## src/rtl/fetcher_pkg.sv

```systemverilog
// Shared types and constants for the instruction-fetch front end.
package fetcher_pkg;

  typedef logic [31:0] addr_t;
  typedef logic [31:0] inst_t;
  typedef logic [31:0] word_t;

  localparam word_t ZERO = 32'h0000_0000;

  // Default cache index width: 2^5 = 32 one-word lines.
  localparam int DEF_ICACHE_IDX_W = 5;

  // Fetch sequencer states.
  typedef enum logic [1:0] {
    ST_IDLE  = 2'd0,
    ST_FETCH = 2'd1,
    ST_FILL  = 2'd2
  } fetch_state_e;

endpackage

```

## src/rtl/fetcher_icache.sv

```systemverilog
// Direct-mapped instruction cache: one 32-bit word per line, combinational
// lookup, single synchronous write port. Only the valid bits are reset.
module fetcher_icache
  import fetcher_pkg::*;
#(
  parameter int IDX_W = DEF_ICACHE_IDX_W
) (
  input  logic                  clk_i,
  input  logic                  rst_i,
  input  logic [IDX_W-1:0]      rd_idx_i,
  input  logic [31-IDX_W-2+1:0] rd_tag_i,
  output logic                  hit_o,
  output word_t                 data_o,
  input  logic                  we_i,
  input  logic [IDX_W-1:0]      wr_idx_i,
  input  logic [31-IDX_W-2+1:0] wr_tag_i,
  input  word_t                 wr_data_i
);

  localparam int TAG_W = 32 - IDX_W - 2;
  localparam int DEPTH = 1 << IDX_W;

  logic [DEPTH-1:0] valid_q;
  logic [TAG_W-1:0] tag_q  [DEPTH];
  word_t            data_q [DEPTH];

  assign hit_o  = valid_q[rd_idx_i] && (tag_q[rd_idx_i] == rd_tag_i);
  assign data_o = data_q[rd_idx_i];

  // Valid bits: cleared on reset, set when a line is filled; never invalidated otherwise.
  always_ff @(posedge clk_i) begin
    if (rst_i) begin
      valid_q <= '0;
    end else if (we_i) begin
      valid_q[wr_idx_i] <= 1'b1;
    end
  end

  // Tag and data arrays: written on fill, contents meaningless until valid.
  always_ff @(posedge clk_i) begin
    if (we_i) begin
      tag_q[wr_idx_i]  <= wr_tag_i;
      data_q[wr_idx_i] <= wr_data_i;
    end
  end

endmodule

```

## src/rtl/fetcher.sv

```systemverilog
// Instruction-fetch front end: fetch PC, direct-mapped icache lookup and a
// byte-serial miss fill from the memory controller, with redirect abort.
module fetcher
  import fetcher_pkg::*;
#(
  parameter addr_t RESET_PC     = 32'h0,
  parameter int    ICACHE_IDX_W = DEF_ICACHE_IDX_W
) (
  input  logic       clk,
  input  logic       rst,
  input  logic       rdy,
  input  logic       issue,
  input  logic       jump_en,
  input  addr_t      jump_addr,
  input  logic       mem_valid,
  input  logic [7:0] mem_byte,
  output logic       mem_req,
  output addr_t      mem_addr,
  output logic       hit,
  output addr_t      pc_out,
  output inst_t      inst_out
);

  localparam int TAG_W = 32 - ICACHE_IDX_W - 2;

  fetch_state_e            state_q;
  addr_t                   pc_q;
  logic                    mem_req_q;
  addr_t                   mem_addr_q;
  logic [1:0]              byte_cnt_q;
  word_t                   fill_buf_q;

  logic [ICACHE_IDX_W-1:0] idx_d;
  logic [TAG_W-1:0]        tag_d;
  logic                    lookup_hit_d;
  word_t                   line_data_d;
  logic                    hit_d;
  logic                    fill_we_d;
  addr_t                   pc_inc_d;
  addr_t                   jump_pc_d;

  assign idx_d     = pc_q[ICACHE_IDX_W+1:2];
  assign tag_d     = pc_q[31:ICACHE_IDX_W+2];
  assign pc_inc_d  = pc_q + 32'd4;
  // Redirect targets are word aligned; the low two address bits are dropped.
  assign jump_pc_d = jump_addr & 32'hFFFF_FFFC;

  // A redirect in the same cycle suppresses the hit so the decoder latches a NOP.
  assign hit_d     = rdy && !jump_en && (state_q == ST_IDLE) && lookup_hit_d;
  // A redirect during FILL abandons the line, so the cache write is suppressed too.
  assign fill_we_d = rdy && !jump_en && (state_q == ST_FILL);

  fetcher_icache #(
    .IDX_W (ICACHE_IDX_W)
  ) u_icache (
    .clk_i     (clk),
    .rst_i     (rst),
    .rd_idx_i  (idx_d),
    .rd_tag_i  (tag_d),
    .hit_o     (lookup_hit_d),
    .data_o    (line_data_d),
    .we_i      (fill_we_d),
    .wr_idx_i  (idx_d),
    .wr_tag_i  (tag_d),
    .wr_data_i (fill_buf_q)
  );

  // Fetch sequencer: PC advance, miss detection, byte assembly and redirects.
  always_ff @(posedge clk) begin
    if (rst) begin
      state_q    <= ST_IDLE;
      pc_q       <= RESET_PC;
      mem_req_q  <= 1'b0;
      mem_addr_q <= ZERO;
      byte_cnt_q <= 2'd0;
      fill_buf_q <= ZERO;
    end else if (rdy) begin
      if (jump_en) begin
        state_q    <= ST_IDLE;
        pc_q       <= jump_pc_d;
        mem_req_q  <= 1'b0;
        byte_cnt_q <= 2'd0;
      end else begin
        case (state_q)
          ST_IDLE: begin
            if (lookup_hit_d) begin
              if (issue) begin
                pc_q <= pc_inc_d;
              end
            end else begin
              byte_cnt_q <= 2'd0;
              mem_addr_q <= pc_q;
              mem_req_q  <= 1'b1;
              state_q    <= ST_FETCH;
            end
          end
          ST_FETCH: begin
            if (mem_valid) begin
              fill_buf_q[{byte_cnt_q, 3'b000} +: 8] <= mem_byte;
              if (byte_cnt_q != 2'd3) begin
                byte_cnt_q <= byte_cnt_q + 2'd1;
                mem_addr_q <= mem_addr_q + 32'd1;
              end else begin
                mem_req_q <= 1'b0;
                state_q   <= ST_FILL;
              end
            end
          end
          ST_FILL: begin
            state_q <= ST_IDLE;
          end
          default: begin
            state_q <= ST_IDLE;
          end
        endcase
      end
    end
  end

  assign mem_req  = mem_req_q;
  assign mem_addr = mem_addr_q;
  assign pc_out   = pc_q;
  assign hit      = hit_d;
  assign inst_out = hit_d ? line_data_d : ZERO;

endmodule

```

## config.mk

```make
export PLATFORM = sky130hd
export DESIGN_NAME = fetcher
export DESIGN_NICKNAME = d
export VERILOG_FILES = /design/src/rtl/fetcher_pkg.sv /design/src/rtl/fetcher_icache.sv /design/src/rtl/fetcher.sv
export SDC_FILE = /design/constraint.sdc
export NUM_CORES = 2
export LEC_CHECK = 0
export BUFFER_PORTS_ARGS = -buffer_cell sky130_fd_sc_hd__buf_2
export CAP_MARGIN = 10
export CELL_PAD_IN_SITES_DETAIL_PLACEMENT = 0
export CELL_PAD_IN_SITES_GLOBAL_PLACEMENT = 1
export CORE_UTILIZATION = 59
export DETAILED_ROUTE_END_ITERATION = 12
export GPL_ROUTABILITY_DRIVEN = 0
export PLACE_DENSITY = 0.86
export SYNTH_ARGS = -nofsm -noshare
export SYNTH_HDL_FRONTEND = slang
export SYNTH_SLANG_ARGS = --single-unit
export TNS_END_PERCENT = 20
```

## constraint.sdc

```tcl
create_clock -name clk -period 13.2 [get_ports clk]
set_input_delay 1.32 -clock clk [delete_from_list [all_inputs] [get_ports clk]]
set_output_delay 1.32 -clock clk [all_outputs]
set_load 0.05 [all_outputs]
```

Word-level counts from Yosys, hierarchy flattened
Memory sizes are Yosys's and may differ from the RTL's. A register that Yosys moved wholly into a read port is not among the register bits.
Index checks and enable logic that the tools add are counted.
{"block": "classes", "addsub": 4, "magnitude_cmp": 2, "n_eq_ne": 11, "n_shift": 2, "n_mux": 35, "bitwise": 2, "n_reduce_logical": 19}
{"operator": "32-bit 2-to-1 mux", "n": 8}
{"operator": "32-bit case mux with 2 select lines", "n": 1}
{"operator": "32-bit by 1-bit adder with 32-bit output, second input constant", "n": 1}
{"operator": "32-bit by 3-bit adder with 32-bit output, second input constant", "n": 1}
{"operator": "32-bit bitwise mux", "n": 1}
{"operator": "32-bit OR", "n": 1}
{"operator": "8-bit by 7-bit variable shift with 32-bit output, first input constant", "n": 1}
{"operator": "8-bit by 7-bit indexed part select with 32-bit output", "n": 1}
{"operator": "25-bit equality test", "n": 1}
{"operator": "5-bit 2-to-1 mux", "n": 4}
{"operator": "2-bit 2-to-1 mux", "n": 8}
{"operator": "3-bit != test, second input constant", "n": 4}
{"operator": "4-bit AND reduction", "n": 3}
{"operator": "5-bit AND reduction", "n": 2}
{"operator": "1-bit 2-to-1 mux", "n": 8}
{"operator": "2-bit != test, second input constant", "n": 4}
{"operator": "2-bit case mux with 2 select lines", "n": 2}
{"operator": "2-bit nonzero test", "n": 4}
{"operator": "5-bit negator with 7-bit output", "n": 1}
{"operator": "1-bit logical AND", "n": 6}
{"operator": "5-bit by 6-bit less-than comparator with 1-bit output, second input constant", "n": 1}
{"operator": "6-bit AND reduction", "n": 1}
{"operator": "1-bit binary-select mux with 5-bit select", "n": 1}
{"operator": "1-bit demux with 5-bit select", "n": 1}
{"operator": "9 further kinds", "n": 9}
{"block": "totals", "reg_bits": 133, "ramBits": 1824, "inputBits": 46, "output_inout_bits": 98, "elab_cells": 84, "memories": 2}
{"memory": "u_icache.data_q", "depth": 32, "word_bits": 32, "rd": 1, "rd_clocked_by_memory_dff": 1, "wr": 1, "line_no": "fetcher_icache.sv:25", "text": "word_t data_q [DEPTH];"}
{"memory": "u_icache.tag_q", "depth": 32, "word_bits": 25, "rd": 1, "rd_clocked_by_memory_dff": 1, "wr": 1, "line_no": "fetcher_icache.sv:24", "text": "logic [TAG_W-1:0] tag_q [DEPTH];"}

Depth between registers and ports, before layout
{"block": "depth", "ltp_word": 8, "mapped_depth": 16}

Modules after synthesis
Synthesis repeated with hierarchy kept, for this count alone.
{"block": "hier_totals", "hier_cells": 3793, "area_unflattened_um2": 76530.9}
{"mod": "fetcher_icache", "instances": 1, "cells_each": 3013, "area_per_inst_um2": 70779.1, "seq_area_each_um2": 55413.1}
{"mod": "fetcher", "instances": 1, "cells_each": 780, "area_per_inst_um2": 5751.8, "seq_area_each_um2": 1981.9}

Least setup slack after synthesis
Ideal clock, no wire load.
{"block": "synth_timing", "kind": "in2reg", "startpoint": "in rdy", "endpoint": "mem u_icache.data_q[12][0] in the netlist's numbering, enable pin", "setup_time_ns": 0.473, "t_arrival_ns": 4.742, "t_required_ns": 12.727, "slack_ns": 7.985, "stages": 6, "cell_sequence": "clkbuf_1 -> inv_1 -> nor2_1 -> and3_1 -> nand2_1 -> nor2_1"}
{"block": "synth_via", "elab_chain_len": 4}
{"element": "from (decl)", "line_no": "fetcher.sv:11", "text": "input logic rdy,"}
{"element": "1-bit logical AND (2 in a row)", "line_no": "fetcher.sv:51", "text": "assign fill_we_d = rdy && !jump_en && (state_q == ST_FILL);"}
{"element": "1-bit 2-to-1 mux", "line_no": "fetcher_icache.sv:41", "text": "if (we_i) begin"}
{"element": "1-bit 2-to-1 mux (implied by the code)", "line_no": "fetcher_icache.sv:43", "text": "data_q[wr_idx_i] <= wr_data_i;"}
{"element": "to (decl)", "line_no": "fetcher_icache.sv:25"}
Every way passes these cells.

==> impl_metrics.env <==
export IMPL_status="complete, no violations"
export IMPL_drv_cap=0
export IMPL_cts_root_buf="clkbuf_16"
export IMPL_syn_area_per_cell_um2=19.4
export IMPL_powerDensity_mw_per_mm2=146
export IMPL_setup_violations=0
export IMPL_hold_depth=1
export IMPL_finalNetCount=4221
export IMPL_final_antenna_net_count=0
export IMPL_synthTopCellsByArea="edfxtp_1 71%, mux4_2 12%, dfxtp_1 3.5%"
export IMPL_period_share_pct=59.9
export IMPL_fin_setup_tns_ns=0
export IMPL_die_area_mm2=0.132
export IMPL_synthToLayoutAreaGrowth_pct=11.3
export IMPL_die_x_um=364
export IMPL_leakagePower_nw=26.0
export IMPL_worst_pin_slew_ns=1.33
export IMPL_synth_cell_type_count=74
export IMPL_yosysMostFrequentCell="edfxtp_1"
export IMPL_grt_usage_pct=30.4
export IMPL_slew_viol_final=0
export IMPL_overflow=0
export IMPL_grt_pass1_vias=40700
export IMPL_netlist_instances=3970
export IMPL_total_power_mw=12.5
export IMPL_clock_fmax_ghz=0.126
export IMPL_route_detailed_drc=0
export IMPL_required_ns=11.88
export IMPL_io_pins=144
export IMPL_drive_above_1_share_pct=23.6
export IMPL_critical_path_class="reg2out"
export IMPL_cts_resized=0
export IMPL_clk_latency_ns=0.80
export IMPL_yosys_area_top_type_share_pct=71.0
export IMPL_hpwl_um=101000
export IMPL_io_buffers=139
export IMPL_critPathMaxFanout=126
export IMPL_cts_sinks=1960
export IMPL_yosys_top_cells_count="1824 x edfxtp_1, 428 x mux4_2, 242 x mux2i_1"
export IMPL_ys_ff_latch=1960
export IMPL_cp_end_kind="output pin"
export IMPL_hold_viol=0
export IMPL_fin_area_mm2=0.0859
export IMPL_cts_buffers=181
export IMPL_reg2regPathDepth=13
export IMPL_drt_pass1_iterations=6
export IMPL_yosysTopAreaCell="edfxtp_1"
export IMPL_hold_class="reg2reg"
export IMPL_routed_wl_um=199000
export IMPL_placed_cell_area_mm2=0.0800
export IMPL_finalWorstSetupSlack_ns=5.29
export IMPL_grt_max_degree=155
export IMPL_place_ws_ns=6.09
export IMPL_drt_iter0_drc=5664
export IMPL_std_cell_rows=132
export IMPL_cts_tree="done"
export IMPL_grt_pass1_wl_um=284000
export IMPL_synth_main_ff_cell="edfxtp_1"
export IMPL_cts_hold_buf=0
export IMPL_synth_edf_count=1824
export IMPL_synth_area_mm2=0.0772
export IMPL_clk_pin_slew_ns=0.06
export IMPL_core_area_mm2=0.130
export IMPL_start_kind="flop"
export IMPL_relSlewSlack_pct=11.0
export IMPL_ir_worst_vdd_v=0.000142
export IMPL_wire_per_inst_um=32.9
export IMPL_htreeDepth=4
export IMPL_initial_core_util_pct=59.5
export IMPL_cp_data_arrival_time_ns=6.59
export IMPL_clockBufferDepth=3
export IMPL_postCtsSetupBuffers=0
export IMPL_rsz0062_at_grt="no"
export IMPL_vias=41400
export IMPL_routed_via_density=6.84
export IMPL_seq_area_frac_synth_pct=74.5
export IMPL_yosys_warnings=0
export IMPL_die_y_um=364
export IMPL_antenna_found_initial=3
export IMPL_clock_skew_ns=0.0214
export IMPL_async_flop_share_pct=0
export IMPL_fin_crit_ns=7.91
## cells in the final DEF (no fill, tap or decap), types with 45 or more instances in the layout
| cell | count |
|---|---|
| mux2i_1 | 242 |
| clkbuf_1 | 45 |
| nand3_1 | 71 |
| buf_4 | 101 |
| a22oi_1 | 96 |
| a21oi_1 | 120 |
| edfxtp_1 | 1824 |
| o21ai_0 | 48 |
| nand2_1 | 148 |
| mux4_2 | 428 |
| buf_2 | 139 |
| clkbuf_16 | 185 |
| dfxtp_1 | 131 |
| nor2_1 | 115 |
## final cells by class
type / count / area (um^2)
Clock buffer: 244 / 4990
Timing Repair Buffer: 244 / 1540
Fill cell: 8133 / 43800
Sequential cell: 1960 / 57500
Inverter: 23 / 86.3
Tap cell: 1742 / 2180
Clock inverter: 88 / 845
Multi-Input combinational cell: 1754 / 18700
Antenna cell: 1 / 2.50
## power by group
part	leakage [nW]	switching [mW]	total, mW	internal, mW
combinational	5.82	0.351	0.550	0.199
clock	2.83	2.24	5.17	2.93
sequential	17.3	0.0359	6.78	6.75
total	26.0	2.63	12.5	9.87
## critical path, cell delays in order (launching register included)
cell and delay, ns:
dfxtp_4 0.81, buf_12 0.72, buf_4 0.94, mux4_2 0.62
mux2_2 0.27, nor3b_1 0.22, nor4_1 0.12, xnor2_1 0.28
nand3_1 0.17, nor4_4 0.24, buf_4 0.28, nand3_2 0.08
buf_4 0.25, nor2_1 0.23, buf_2 0.29
## state kept, by name, summed over array words and instances (netlist names), named ones only
name	count
state_q	2
byte_cnt_q	2
pc_out	30
fill_buf_q	32
mem_req	1
u_icache.data_q	1024
mem_addr	32
u_icache.tag_q	800
u_icache.valid_q	32
## metal layers
layer	GRT usage [%]	routed length [um]	vias up
li1	-	-	16700
met1	42.0	73100	21400
met2	49.4	97000	2888
met3	5.39	21700	468
met4	11.1	7440	2
met5	0	13	-
## path summary, 6_finish.rpt
path / start / to / slack (ns)
max: flop / inst_out[12] / 5.29
min: u_icache.valid_q[16] / u_icache.valid_q[16] / 0.47
max reg2reg: flop / pc_out[11] / 6.64
min reg2reg: u_icache.valid_q[16] / u_icache.valid_q[16] / 0.47
## cells by family after synthesis
logic type	share of synthesized area, %
AO/OA/AOI/OAI	3.88
multiplexers	15.8
other	0.00486
XOR/XNOR	0.216
AND/OR/NAND/NOR	3.82
adder cells (fa/ha/maj)	0.178
buffers and inverters	1.61
flip-flops	74.5
## through the flow
| stage | hold WS (ns) | instances | utilization [%] |
|---|---|---|---|
| 5_1_grt | 0.487 | 6056 | 66.2 |
| 2_1_floorplan | 0.435 | 3971 | - |
| 6_report | 0.467 | 6056 | 66.2 |
| 4_1_cts | 0.469 | 6053 | 66.2 |
| 3_5_place_dp | 0.454 | 5721 | 61.7 |
| 3_3_place_gp | 0.444 | 5721 | 61.7 |
(Power assumes the default switching activity.)
